**src/rtl/sw_input_unpacker.sv**
```systemverilog
// Parses software byte-channel packets (4-byte header + payload) and repacks the
// payload into DATA_WIDTH-wide FrameLink frames on the channel named in the header.
module sw_input_unpacker #(
   parameter int DATA_WIDTH = 64,
   parameter int CHANNELS   = 2,
   localparam int BYTES     = DATA_WIDTH / 8,
   localparam int REM_W     = (BYTES > 1) ? $clog2(BYTES) : 1
) (
   input  logic                  CLK,
   input  logic                  RESET,
   input  logic [7:0]            IN_DATA,
   input  logic                  IN_VALID,
   output logic                  IN_READY,
   output logic [DATA_WIDTH-1:0] TX_DATA,
   output logic [REM_W-1:0]      TX_REM,
   output logic                  TX_SOF_N,
   output logic                  TX_EOF_N,
   output logic [CHANNELS-1:0]   TX_SRC_RDY_N,
   input  logic [CHANNELS-1:0]   TX_DST_RDY_N,
   output logic                  ERR_DROP,
   output logic [31:0]           DROP_CNT
);

   typedef enum logic [2:0] {
      HDR0, HDR1, HDR2, HDR3, COLLECT, EMIT, DISCARD
   } state_t;

   state_t                state;
   logic [7:0]            id_q;
   logic [7:0]            type_q;
   logic [7:0]            len_lo_q;
   logic [15:0]           remain_q;
   logic [REM_W-1:0]      lane_q;
   logic [DATA_WIDTH-1:0] word_q;
   logic                  first_q;
   logic                  last_q;

   logic                  accept;
   logic [15:0]           hdr_len;
   logic                  bad_hdr;
   logic                  last_byte;
   logic                  lane_full;
   logic                  dst_ok;
   logic [CHANNELS-1:0]   ch_mask;
   logic [DATA_WIDTH-1:0] word_next;

   assign IN_READY  = !RESET && (state != EMIT);
   assign accept    = IN_VALID && IN_READY;
   assign hdr_len   = {IN_DATA, len_lo_q};
   assign bad_hdr   = (id_q >= 8'(CHANNELS)) || (type_q != 8'h00);
   assign last_byte = (remain_q == 16'd1);
   assign lane_full = (lane_q == REM_W'(BYTES - 1));
   assign dst_ok    = |(ch_mask & ~TX_DST_RDY_N);

   // NOTE: every variable written here gets a default first so no latch is inferred.
   always_comb begin
      ch_mask = '0;
      for (int c = 0; c < CHANNELS; c++) begin
         ch_mask[c] = (id_q == 8'(c));
      end
      word_next = word_q;
      word_next[{lane_q, 3'b000} +: 8] = IN_DATA;
   end

   // NOTE: sequential state uses non-blocking assignments only, so all registers
   // see pre-edge values regardless of statement order.
   always_ff @(posedge CLK) begin
      if (RESET) begin
         state        <= HDR0;
         id_q         <= '0;
         type_q       <= '0;
         len_lo_q     <= '0;
         remain_q     <= '0;
         lane_q       <= '0;
         word_q       <= '0;
         first_q      <= 1'b0;
         last_q       <= 1'b0;
         TX_DATA      <= '0;
         TX_REM       <= '0;
         TX_SOF_N     <= 1'b1;
         TX_EOF_N     <= 1'b1;
         TX_SRC_RDY_N <= '1;
         ERR_DROP     <= 1'b0;
         DROP_CNT     <= '0;
      end else begin
         ERR_DROP <= 1'b0;
         unique case (state)
            HDR0: if (accept) begin
               id_q  <= IN_DATA;
               state <= HDR1;
            end
            HDR1: if (accept) begin
               type_q <= IN_DATA;
               state  <= HDR2;
            end
            HDR2: if (accept) begin
               len_lo_q <= IN_DATA;
               state    <= HDR3;
            end
            HDR3: if (accept) begin
               remain_q <= hdr_len;
               if (bad_hdr) begin
                  ERR_DROP <= 1'b1;
                  if (DROP_CNT != '1) DROP_CNT <= DROP_CNT + 32'd1;
                  state <= (hdr_len != 16'd0) ? DISCARD : HDR0;
               end else if (hdr_len == 16'd0) begin
                  state <= HDR0;
               end else begin
                  lane_q  <= '0;
                  word_q  <= '0;
                  first_q <= 1'b1;
                  state   <= COLLECT;
               end
            end
            COLLECT: if (accept) begin
               remain_q <= remain_q - 16'd1;
               if (lane_full || last_byte) begin
                  // Lane index of the closing byte is exactly the REM of this word.
                  TX_DATA      <= word_next;
                  TX_REM       <= lane_q;
                  TX_SOF_N     <= ~first_q;
                  TX_EOF_N     <= ~last_byte;
                  TX_SRC_RDY_N <= ~ch_mask;
                  last_q       <= last_byte;
                  state        <= EMIT;
               end else begin
                  word_q <= word_next;
                  lane_q <= lane_q + REM_W'(1);
               end
            end
            EMIT: if (dst_ok) begin
               TX_SRC_RDY_N <= '1;
               TX_SOF_N     <= 1'b1;
               TX_EOF_N     <= 1'b1;
               first_q      <= 1'b0;
               lane_q       <= '0;
               word_q       <= '0;
               state        <= last_q ? HDR0 : COLLECT;
            end
            DISCARD: if (accept) begin
               remain_q <= remain_q - 16'd1;
               if (last_byte) state <= HDR0;
            end
            default: state <= HDR0;
         endcase
      end
   end

endmodule

```
**config.mk**
```make
export PLATFORM = sky130hd
export DESIGN_NAME = sw_input_unpacker
export DESIGN_NICKNAME = d
export VERILOG_FILES = /design/src/rtl/sw_input_unpacker.sv
export SDC_FILE = /design/constraint.sdc
export NUM_CORES = 1
export LEC_CHECK = 0
export CAP_MARGIN = 10
export CORE_MARGIN = 2
export CORE_UTILIZATION = 46
export CTS_CLUSTER_DIAMETER = 40
export DETAILED_ROUTE_END_ITERATION = 7
export HOLD_SLACK_MARGIN = 0.06
export PLACE_DENSITY = 0.8
export SETUP_SLACK_MARGIN = 0.2
export SLEW_MARGIN = 10
export SYNTH_ARGS = -nofsm -noshare
export SYNTH_HDL_FRONTEND = slang
export SYNTH_SLANG_ARGS = --single-unit
export TNS_END_PERCENT = 100
```
**constraint.sdc**
```tcl
create_clock -name CLK -period 2.6 [get_ports CLK]
set_input_delay 0.52 -clock CLK [delete_from_list [all_inputs] [get_ports CLK]]
set_output_delay 0.52 -clock CLK [all_outputs]
set_load 0.005 [all_outputs]
```
# [Word-level counts from Yosys, hierarchy flattened]
# Cells that the tools add are included.
[totals] reg_bits=216 in_bits=13 out_inout_bits=105 word_cells=130
[op_classes] addsub=4 magnitude_cmp=1 eq_ne=24 shifts=2 muxes=49 bitwise=7 reduce_logical=27
[ops] operator="64-bit two-way mux" n=6
[ops] operator="64-bit case mux with 3 select lines" n=1
[ops] operator="64-bit bitwise mux" n=1
[ops] operator="8-bit by 8-bit variable shift with 64-bit output, first input constant" n=1
[ops] operator="8-bit by 8-bit indexed part select with 64-bit output" n=1
[ops] operator="3-bit two-way mux" n=19
[ops] operator="32-bit by 1-bit adder with 32-bit output, second input constant" n=1
[ops] operator="16-bit two-way mux" n=2
[ops] operator="32-bit inequality test, second input constant" n=1
[ops] operator="16-bit case mux with 2 select lines" n=1
[ops] operator="2-bit inequality test, second input constant" n=12
[ops] operator="3-bit case mux with 7 select lines" n=1
[ops] operator="16-bit by 1-bit equality test with 1-bit output, second input constant" n=1
[ops] operator="16-bit logical NOT" n=1
[ops] operator="16-bit nonzero test" n=1
[ops] operator="16-bit by 1-bit subtractor with 16-bit output, second input constant" n=1
[ops] operator="3-bit equality test, second input constant" n=4
[ops] operator="1-bit two-way mux" n=10
[ops] operator="3-bit case mux with 3 select lines" n=1
[ops] operator="9-bit AND reduction" n=1
[ops] operator="8-bit by 1-bit equality test with 1-bit output, second input constant" n=1
[ops] operator="8-bit by 2-bit greater-or-equal comparator with 1-bit output, second input constant" n=1
[ops] operator="8-bit logical NOT" n=1
[ops] operator="6-bit negation with 8-bit output" n=1
[ops] operator="other kinds (25)" n=43

# [Depth between registers and ports, before layout]
# Gate-level depths: netlist of the first run.
[logic_depth] depth_word=6 mapped_depth=10 ltp_nobuf=8

# [Least setup slack after synthesis of the first run]
# OpenSTA, ideal clock, no wires.
[synth_timing] path_type="reg-to-reg" startpoint="reg lane_q[0]" endpoint="reg word_q[24]" setup_time_ps=151 t_arrival_ps=2528 t_required_ps=2449 slack_ps=-79 path_stages_with_launch=9 path_buffers=0 synth_period_minus_slack_ps=2679 path_cell_list="dfxtp_1 > inv_1 > ha_1 > ha_1 > nand2b_1 > nor2_1 > nor2_1 > nor4_1 > o32ai_1"
[synth_between] elab_chain_cells=6 elab_cells_between_ends=11 cone_classes="add/sub: 1; eq/ne: 2; shift: 2; mux: 4; reduce/logical: 2"
[synth_rtl] element="start: declaration" line_no="33" rtl="logic [REM_W-1:0] lane_q;"
[synth_rtl] element="start signal: assignment" line_no="128" rtl="lane_q <= lane_q + REM_W'(1);"
[synth_rtl] element="6-bit negation with 8-bit output" line_no="62" rtl="word_next[{lane_q, 3'b000} +: 8] = IN_DATA;"
[synth_rtl] element="8-bit by 8-bit indexed part select with 64-bit output or 8-bit by 8-bit variable shift with 64-bit output (tied branches)" line_no="62"
[synth_rtl] element="64-bit bitwise mux" line_no="62"
[synth_rtl] element="64-bit two-way mux" line_no="117" rtl="if (lane_full || last_byte) begin"
[synth_rtl] element="64-bit two-way mux" line_no="115" rtl="COLLECT: if (accept) begin"
[synth_rtl] element="64-bit case mux with 3 select lines" line_no="87" rtl="unique case (state)"
[synth_rtl] element="end signal: assignment" line_no="127" rtl="word_q <= word_next;"
[synth_rtl] element="end: declaration" line_no="34" rtl="logic [DATA_WIDTH-1:0] word_q;"
# Several ways; a longest one is shown, not always the timed one. The select of a mux whose other input is x is not followed.
# A chain may end at the register's enable or synchronous reset.

# [Final worst setup path of the first run]
[layout_timing] startpoint="reg id_q[7]" endpoint="reg word_q[21]"
[layout_between] elab_chain_cells=5 elab_cells_between_ends=9 cone_classes="order compare: 1; eq/ne: 3; bitwise: 1; reduce/logical: 4"
[layout_rtl] element="start: declaration" line_no="29" rtl="logic [7:0] id_q;"
[layout_rtl] element="start signal: assignment" line_no="70" rtl="id_q <= '0;"
[layout_rtl] element="start signal: assignment" line_no="89" rtl="id_q <= IN_DATA;"
[layout_rtl] element="parallel branches: the longest is 4 deep, another holds 8-bit by 2-bit greater-or-equal comparator with 1-bit output"
[layout_rtl] element="7-bit AND reduction (no source line) (*)"
# Every way passes the cells marked *.

==> reports/results.txt, run 1 <==
The tools report the power spent charging and discharging nets as 2.90 mW. The per-cell via count in the routed design is 5.87. Clock tree synthesis found a total of 216 sinks. The flip-flop cell with the highest count after synthesis is dfxtp_1.

The wire length per cell after detailed routing was 18.3 um; the number of standard cells after synthesis was 1069. The post-route antenna net violation count was 0; the maximum achievable frequency was 407 MHz. Cells fill 62.9% of the core in the end. The cell area that synthesis handed to floorplanning was 0.00945 mm^2.

Max-cap violations in this run came to 0. For this design the ratio of total power to cell area is 754 mW/mm^2. Clock-pin slew was measured on the worst setup and hold paths at 0.06 ns. The sum of net half-perimeters after detailed placement is 17.1 mm, and the switching portion of total power is 30.3%. Across the whole layout, storage elements account for 0.00433 mm^2. The number of global-route vias before repair is 8269. The static power due to leakage came out at 4.47 nW. The clock root buffer is clkbuf_16. After routing, the total negative slack on setup checks comes to 0 ns. The sum of overflow across all layers after global routing is 0, and the die extent in x is 147 um. Number of hold buffers added after cts: 0.

The global-route wire length before repair was 42.3 mm; the clock buffer count from CTS was 29. In this run the register-to-register setup slack is 0.15 ns. The number of input and output port buffers inserted came out at 117.

The synthesized net count came out at 1089. Largest area contributor in the synthesized netlist: dfxtp_1. After detailed placement, the total cell area comes to 0.0113 mm^2. For the pin with the worst max-slew slack, the measured transition is 0.938 ns. The later pin in the worst-skew pair is clocked with a latency of 0.55 ns.

The core region is 0.0202 mm^2. The DRC violation count after routing is 0. The run gives 0.145 ns as the final setup slack of the worst path.

In this run, synthesis produced a sequential element count of 216. Proportion of power drawn by combinational gates: 20.9%. Final hold slack: 0.168 ns. Number of buffers and inverters on the critical path: 0.

The final count of hold timing violations was 0; the count of filler cells inserted in the layout was 1584. The tools report the number of H-tree levels as 1. Before CTS, the worst setup slack after placement is -0.282 ns. Total number of vias: 8878. Along the worst path, the maximum fanout reaches 8. From bottom edge to top edge, the die measures 147 um. The highest cell delay on the worst timing path works out to 0.54 ns. Measured against its own limit, the worst slew margin works out to 37.5%. Number of antenna violations at the first check in global routing: 0. The run gives 5 as the number of iterations in the first detailed-routing pass.

Relative to the synthesized area, the layout overhead comes to 34.3%. Number of pins exceeding their max-slew limit in the final report: 0. By count the netlist is led by dfxtp_1 (216), nor2_1 (137), inv_1 (73), mux2i_1 (73), a211oi_1 (70). The total of endpoints with negative setup slack in the final report was 0. The internal power of the cells totals 6.68 mW. The most frequently used cell type in the post-synthesis netlist is dfxtp_1. The path class of the tightest hold or removal check is primary input to flop. The type of the worst setup path was flop to flop. Among all stages on the critical path, the largest delay is contributed by or4_4. The die covers 0.0217 mm^2. In the post-synthesis netlist, the biggest area contributors are dfxtp_1 (46%), mux2i_1 (7.7%), o32ai_1 (5.9%). For this run, the number of Yosys warnings is 0. The minimum clock period after layout is 2.45 ns. The number of flops mapped to enable cells by yosys works out to 0.

The congestion estimate from routability-driven global placement came to 0.881. The kind of end point of the critical path was a flop. For the worst setup path, the data required time is 3.05 ns. The overall track demand over capacity in global routing came out at 23.8%. Setup repair after global routing could not meet its margin everywhere.

The count of cell types in the netlist is 51, and the final critical-path share of the clock period is 94.4%. The first routing iteration left 1011 violations. The share of flip-flops with an asynchronous set or reset is 0%, and the maximum number of pins on one net before global-route repair is 91.

The worst setup path is launched from a flop. Across the VDD grid, the largest voltage drop is 0.000723 V. Summing all multi-input logic gate instances after layout gives 0.00479 mm^2. Of the total power, the clock network draws 42.3%.

After detailed routing, the total wire length is 27.7 mm. Each instance of the synthesized netlist takes up on average 8.84 um^2. Most common cell type on the critical path: or3_4.

The number of placement rows is 52. STA puts the critical path data arrival time at 2.91 ns. The effective utilization at floorplan came out at 46.8%. Once layout is done, the placed cells without fillers occupy 0.0127 mm^2. Summed over its instances, the top area cell type makes up 45.8% of the synthesized netlist area. Maximum buffer depth of the clock tree: 3. In this run the count of I/O pins placed on the die edge is 118. The portion of the post-synthesis area used by sequential elements came out at 45.8%. The largest clock skew in the final design is 0.0187 ns.

The cell family contributing the most delay on the critical path is simple AND/OR/NAND/NOR gates. Walking the worst path, the cells encountered are or4_4, and4b_2, a41oi_4, or3_4, or3_4, o32ai_2. The post-route netlist has 14.8% of its cells at a drive strength greater than 1. The run finished with clean final reports. The share of total power dissipated in sequential elements is 36.8%. TritonCTS built the clock tree. The repair_antennas step left the layout with diodes totalling 0. For the final-stage net count, the log shows 1240.
layout by cell type (no fill, tap or decap), types with 8 or more instances in the layout:
cell	instances
nor4_1	8
a21oi_1	38
a211oi_1	67
nand2_1	69
nand4_1	21
clkdlybuf4s50_1	115
buf_4	75
nor2_1	135
dfxtp_1	210
inv_1	73
nor3_1	12
o21ai_0	14
clkbuf_16	32
mux2i_1	73
nand3_1	40
and3_1	17
o32ai_1	62
xor2_1	34
layout make-up:
| class | count | area share (%) |
|---|---|---|
| clock inverters | 20 | 1.87 |
| well taps | 270 | 2.66 |
| flip-flops and latches | 216 | 34.1 |
| repair buffers | 203 | 15.4 |
| clock buffers | 34 | 6.02 |
| inverters | 73 | 2.16 |
| multi-input cells | 697 | 37.8 |
power groups by stage:
stage | logic [mW] | registers (mW) | clock network (mW)
6_report | 2.00 | 3.53 | 4.05
2_1_floorplan | 1.14 | 3.53 | 0
4_1_cts | 1.85 | 3.51 | 4.09
3_5_place_dp | 1.69 | 3.58 | 0
5_1_grt | 2.13 | 3.54 | 4.24
3_3_place_gp | 1.66 | 3.57 | 0
layer usage:
layer	part of all wire [%]	vias up	GRT usage [%]
li1	-	4157	-
met1	41	4233	31.0
met2	48	385	39.8
met3	7.0	103	3.54
met4	4.0	0	9.66
met5	0	-	0
sequential cells by signal (all words and copies together) (netlist names):
register / flops
len_lo_q: 8
id_q: 8
TX_EOF_N: 1
TX_SOF_N: 1
remain_q: 16
last_q: 1
word_q: 64
state: 3
lane_q: 3
type_q: 8
TX_REM: 3
ERR_DROP: 1
first_q: 1
DROP_CNT: 32
TX_SRC_RDY_N: 2
TX_DATA: 64
path summary, 6_finish.rpt:
path / start / end / depth (start not counted)
worst max-delay path: id_q[7] / word_q[21] / 6
worst min-delay path: RESET / TX_DATA[24] / 2
worst max register to register: id_q[7] / word_q[21] / 6
worst min register to register: id_q[3] / id_q[3] / 2
metrics by stage:
| step | std cells | power (mW) |
|---|---|---|
| 6_report | 1513 | 9.57 |
| 4_1_cts | 1501 | 9.45 |
| 5_1_grt | 1513 | 9.90 |
| 2_1_floorplan | 1069 | 4.67 |
| 3_5_place_dp | 1444 | 5.27 |
| 3_3_place_gp | 1444 | 5.23 |
kinds of logic (layout without fill, tap and decap cells):
| kind of cell | Yosys count | count (layout) | synth area share [%] |
|---|---|---|---|
| AND/OR/NAND/NOR | 356 | 356 | 18.1 |
| adder cells (fa/ha/maj) | 7 | 7 | 0.927 |
| multiplexers | 73 | 73 | 7.73 |
| AO/OA/AOI/OAI | 225 | 225 | 17.8 |
| flip-flops | 216 | 216 | 45.8 |
| buffers and inverters | 156 | 330 | 6.30 |
| XOR/XNOR | 36 | 36 | 3.34 |
worst reg2reg max path, cell delays in order, from the launching register on:
cell and delay, ns:
dfxtp_2 0.32, or4_4 0.54, and4b_2 0.37, a41oi_4 0.19
or3_4 0.39, or3_4 0.39, o32ai_2 0.16
timing repair:
action	4_1_cts	5_1_grt
hold endpoints to repair	0	0
setup endpoints to repair	92	117
pin swaps	9	6
gates cloned	0	3
gates resized for setup	23	26
buffers inserted	3	9
No activity file was read; power rests on OpenSTA's default activity.
==> inputs of run 2 (changes only) <==
--- a/config.mk
+++ b/config.mk
@@ -13,8 +13,9 @@
 export HOLD_SLACK_MARGIN = 0.06
 export PLACE_DENSITY = 0.8
 export SETUP_SLACK_MARGIN = 0.2
+export SKIP_CTS_REPAIR_TIMING = 1
 export SLEW_MARGIN = 10
 export SYNTH_ARGS = -nofsm -noshare
 export SYNTH_HDL_FRONTEND = slang
 export SYNTH_SLANG_ARGS = --single-unit
-export TNS_END_PERCENT = 100
+export TNS_END_PERCENT = 20
==> reports/results.txt, run 2 (synthesis gave the netlist of run 1 again) <==
The flow ran to the end, and the final reports show no timing, DRC or antenna violations. For the number of antenna violations at the first check in global routing, the log shows 0. Global routing's busiest layer: met2. The post-route antenna net violation count is 0.

The first global-routing pass estimated 42.1 mm of wire. Summed over all layers, the global routing overflow is 0. The tree is rooted in a clkbuf_16.

The logs give 118 for the number of placed I/O pins and 0 for the number of max-cap violations. Global routing used 23.5% of the available tracks across all layers. The placeable core region was 0.0202 mm^2; the final cell area excluding filler cells was 0.0127 mm^2. STA classifies the critical path startpoint as a flop. The met3 usage in global routing came out at 4.10%. At the end of the flow, the number of nets in the layout was 1246.

The normalized max-slew margin was 32.3%. The number of pins exceeding their max-slew limit in the final report is 0. Per report_power, the clock group accounts for 45.5% of the total. OpenSTA, run right after detailed placement, puts the worst setup slack at -0.262 ns. Dividing the final minimum period by the clock period gives 98.2%. For this design the ratio of total power to cell area is 775 mW/mm^2.

Data arrives at the worst endpoint at 2.98 ns. Count of filler cells inserted in the layout: 1598. In this run, the number of DRC markers left after iteration 0 of detailed routing was 842. Global routing consumed, on the met2 layer, 39.2% of the routing resources. The die extent in x works out to 147 um.

Setup repair after global routing could not meet its margin everywhere. After detailed routing, the number of vias per cell comes to 5.85. In this run the power spent charging and discharging nets is 2.88 mW. At the pin with the least slew margin, the transition time is 1.02 ns. The logs give 5 for the number of iterations in the first detailed-routing pass and 0.454 ns for the final hold slack. The run gives 52 as the number of placement rows. The total cell area at the placement stage was 0.0114 mm^2; the number of global-route vias before repair was 8249.

Data on the critical path is required at its endpoint by 3.03 ns. The clock slew seen by the registers of the worst setup and hold paths works out to 0.06 ns. Relative to the synthesized area, the layout overhead comes to 34.7%.

After detailed routing, the average wire length per cell comes to 17.9 um. The tools report the kind of end point of the critical path as a flop. Type of the worst setup path: flop to flop.

The worst-case IR drop observed on VDD is 0.000622 V. The share of total power dissipated in sequential elements is 35.9%. Total of endpoints with negative setup slack in the final report: 0. The die covers 0.0217 mm^2.

The routed layout has 8898 vias. Along the worst path, the maximum fanout reaches 8. The largest clock skew in the final design is 0.0284 ns. Summed over all cells, the static leakage comes to 4.52 nW. The sum of net half-perimeters after detailed placement is 17.3 mm, and the minimum clock period after layout is 2.55 ns. Entering global routing, the biggest net connects 100 pins.

The tools report the number of H-tree levels as 1. After routing, the total negative slack on setup checks comes to 0 ns. The min-delay analysis places its worst path in the category flop to flop. In this run, the combinational gates consume 18.6% of the power. For the clock sink count, the log shows 216. The die is 147 um tall. The clock buffer count from CTS was 31; the proportion of layout cells with a drive suffix above 1 was 14.3%.

Timing would allow up to 392 MHz. The tools report the DRC violation count after routing as 0. The number of antenna diodes in the final layout is 0. The library cells used most frequently in the layout, excluding fill and tap cells, are dfxtp_1 (212), nor2_1 (135), clkdlybuf4s50_1 (115). The switching portion of total power was 29.2%; the maximum buffer depth of the clock tree was 3. The cell-internal power was 6.98 mW. TritonCTS built the clock tree. The final count of hold timing violations was 0; the number of input and output port buffers inserted was 117.

Summed over all layers, the routed wires come to 27.1 mm. The largest registers in the layout are TX_DATA (64), word_q (64), DROP_CNT (32). The leading cell type in the layout, fill and taps excluded is dfxtp_1. Clock latency on the worst-skew pair, taken at its later pin, is 0.55 ns. Across all setup checks in the final design, the least slack found is 0.0462 ns.

The congestion estimate from routability-driven global placement came to 0.861. For this configuration, the core starts out at a cell density of 46.8%. Global routing used 30.6% of the available met1 tracks.
## run 2: cell type report
class                           instances  area (um^2)  share of cell area (%)
Clock buffer                           35          801                    6.29
Sequential cell                       216         4330                    34.0
Multi-Input combinational cell        697         4680                    36.8
Clock inverter                         22          315                    2.48
Timing Repair Buffer                  207         1990                    15.6
Inverter                               73          274                    2.15
Tap cell                              270          338                    2.65
## run 2: final timing paths
check / from / end / slack (ns) / cells after the start
max: id_q[4] / word_q[18] / 0.05 / 6
min: TX_REM[1] / TX_REM[1] / 0.45 / 2
max reg2reg: id_q[4] / word_q[18] / 0.05 / 6
min reg2reg: TX_REM[1] / TX_REM[1] / 0.45 / 2
## run 2: per-stage QoR
step                utilization (%)  instances  power (mW)
floorplan                         -       1069        4.67
global placement               56.5       1456        5.21
detailed placement             56.5       1456        5.24
CTS                            62.1       1513        9.73
global route                   63.1       1520        10.2
finish                         63.1       1520        9.86
## run 2: routing by layer
| layer | up-vias | share of wire (%) | routed length (um) |
|---|---|---|---|
| li1 | 4182 | - | - |
| met5 | - | 0 | 0 |
| met1 | 4232 | 41 | 11200 |
| met4 | 0 | 3.1 | 839 |
| met2 | 401 | 48 | 13000 |
| met3 | 83 | 7.4 | 2020 |
## run 2: power by group through the flow
stage          Combinational [mW]  Clock (mW)  Sequential, mW
2_1_floorplan                1.14           0            3.53
3_3_place_gp                 1.63           0            3.58
3_5_place_dp                 1.65           0            3.59
4_1_cts                      1.68        4.53            3.52
5_1_grt                      1.95        4.67            3.55
6_report                     1.83        4.49            3.54
## run 2: critical path: stages, from the launching register on
cell	delay [ns]
dfxtp_1	0.32
or4_1	0.54
and4b_2	0.37
a41oi_4	0.17
or3_4	0.45
or3_4	0.40
o32ai_1	0.19
==> inputs of run 3 (changes only) <==
--- a/config.mk
+++ b/config.mk
@@ -6,12 +6,12 @@
 export NUM_CORES = 1
 export LEC_CHECK = 0
 export CAP_MARGIN = 10
-export CORE_MARGIN = 2
-export CORE_UTILIZATION = 46
+export CORE_MARGIN = 8
+export CORE_UTILIZATION = 50
 export CTS_CLUSTER_DIAMETER = 40
 export DETAILED_ROUTE_END_ITERATION = 7
 export HOLD_SLACK_MARGIN = 0.06
-export PLACE_DENSITY = 0.8
+export PLACE_DENSITY = 0.85
 export SETUP_SLACK_MARGIN = 0.2
 export SKIP_CTS_REPAIR_TIMING = 1
 export SLEW_MARGIN = 10
==> reports/results.txt, run 3 (synthesis gave the netlist of run 1 again) <==
Kind of end point of the critical path: a flop. The worst setup path is launched from a flop. The finished cells cover 0.0125 mm^2. The final hold slack was 0.454 ns. The most numerous cell type found on the critical path is or3_4. The relative area change from synthesis to final layout is 32.0%, and the final setup slack of the worst path is 0.0425 ns.

Once layout is complete, the utilization of the core stands at 66.9%. The slowest stage of the critical path is the or4_4 cell. The worst hold path begins at id_q[2].

The global-route wire length before repair came out at 43.4 mm. The number of H-tree levels is 1. The total of endpoints with negative setup slack in the final report is 0. For this run, the top clock speed supported by timing is 391 MHz. The initial utilization of the core area, before any placement, comes to 50.7%.

At the later pin of the worst-skew pair, clock insertion delay measures 0.55 ns. The number of placed instances, taps included, is 1406. For the non-filler instance count after layout, the log shows 1469. Clock root buffer: clkbuf_16. The largest single stage delay on the critical path is 0.53 ns. The tools report the end point of the worst hold path as id_q[2]. The required time of the critical path was 3.02 ns. The number of input and output port buffers inserted is 117. Of the cells placed in the final design, the portion with a size suffix greater than 1 is 13.7%. Origin of the critical flop-to-flop path: id_q[4]. The actual transition at the worst max-transition pin is 0.966 ns, and the static power due to leakage is 4.40 nW.

After detailed routing, the number of vias per cell comes to 6.13. Subtracting the final worst setup slack from the clock period gives 2.56 ns. Post-route antenna net violation count: 0. Walking the worst path, the cells encountered are or4_4, and4b_2, a41oi_4, or3_4, or3_4, o32ai_1. 118 I/O pins were placed. The maximum buffer depth of the clock tree was 3. For this design the ratio of total power to cell area is 762 mW/mm^2.

The number of antenna diodes in the final layout is 0. Summed over all failing endpoints, the final setup total negative slack is 0 ns. The flow ran to the end, and the final reports show no timing, DRC or antenna violations. The logic depth of the worst register-to-register path works out to 6. The logs give 216 for the clock sink count and 50 for the number of placement rows. IR analysis of the VDD net gives a maximum drop of 0.000637 V.

Setup repair after global routing could not meet its margin everywhere. The worst setup slack before clock tree synthesis was -0.293 ns; the DRC marker count from the first detailed-route iteration was 1084. The tools report the maximum number of pins on one net before global-route repair as 93. The total power draw is 9.50 mW, and the number of antenna violations at the first check in global routing is 0. The largest registers in the layout are TX_DATA (64), word_q (64), DROP_CNT (32).

For this run, the total global-route usage over all layers was measured as 21.9%. After the last flow step, the layout net total stands at 1233. The count of filler cells inserted in the layout was 1375; the final count of hold timing violations was 0. The die footprint is 0.0236 mm^2.

Counting the buffers created by CTS gives 29. The wire length per cell after detailed routing was 19.6 um; the setup slack on the worst flop-to-flop path was 0.04 ns. The sum of net half-perimeters after detailed placement came out at 17.7 mm. Clock slew seen by the registers of the worst setup and hold paths: 0.06 ns.

The cell depth of the worst hold path came out at 2. For the number of iterations in the first detailed-routing pass, the log shows 6. The number of pins exceeding their max-slew limit in the final report was 0; the placer's final routability congestion estimate was 0.895.

In this run the cell area measured after placement is 0.0112 mm^2. In the routed design, unresolved DRC markers number 0. The critical path is of the flop to flop type. In this run the worst hold path is classified as flop to flop. Leaving out fill and tap cells, the most frequent cells in the layout are dfxtp_1 (213), nor2_1 (135), clkdlybuf4s50_1 (115).

Headroom to the max-slew limit came out at 35.6%. The die extent in x is 153 um. Measured along the y axis, the die boundary spans 153 um. Of the available clock period, the critical path in the final layout requires 98.4%. For the number of global-route vias before repair, the log shows 8421. TritonCTS built the clock tree. For this run the aggregate overflow at the end of global routing stands at 0.

Max-cap violations in this run came to 0. For the worst setup path, the data arrival time is 2.98 ns. Of all nets on the critical path, the largest fanout is 8. The library cell used most frequently in the layout, excluding fill and tap cells, is dfxtp_1. The final wirelength came out at 28.7 mm.

The region available for standard cell placement spans 0.0186 mm^2. The endpoint identified for the worst register-to-register timing path is word_q[22]. The largest clock skew in the final design is 0.0293 ns. Across all layers, the routed design uses 9010 vias.
==> run 3: area by class of cell <==
cell class	count	area, um^2	area share (%)
inverter	73	274	2.20
clock inverter	20	251	2.02
clock buffer	33	761	6.10
timing repair buffer	196	1880	15.1
tap	234	293	2.35
sequential	216	4330	34.7
multi-input combinational	697	4680	37.5
==> run 3: worst max-delay path, delay by kind of cell, from the launching register on <==
family / cells / cell delay, ns
simple gates: 4 / 1.76
flops: 1 / 0.32
compound gates: 2 / 0.37
==> run 3: power breakdown <==
part	switching [mW]	internal, mW	total (mW)
Clock	1.57	2.54	4.11
Combinational	1.15	0.724	1.87
Sequential	0.109	3.41	3.52
Total	2.83	6.67	9.50
==> run 3: metal layers <==
layer,track usage [%],vias to the layer above,share of wire [%]
met5,0,-,0
met4,9.33,0,4.2
met3,4.17,116,8.2
met2,37.0,480,48
met1,26.9,4260,39
li1,-,4154,-
==> run 3: worst max path at each step <==
stage               startpoint          to  slack, ns  cells past startpoint
CTS                    id_q[4]  word_q[58]      -0.07                      7
floorplan              id_q[4]  word_q[16]       0.09                      8
finish                 id_q[4]  word_q[22]       0.04                      6
global placement    IN_DATA[5]  word_q[59]      -0.19                     10
global route        IN_DATA[1]  word_q[58]      -0.09                     10
detailed placement  IN_DATA[6]  word_q[58]      -0.29                     10
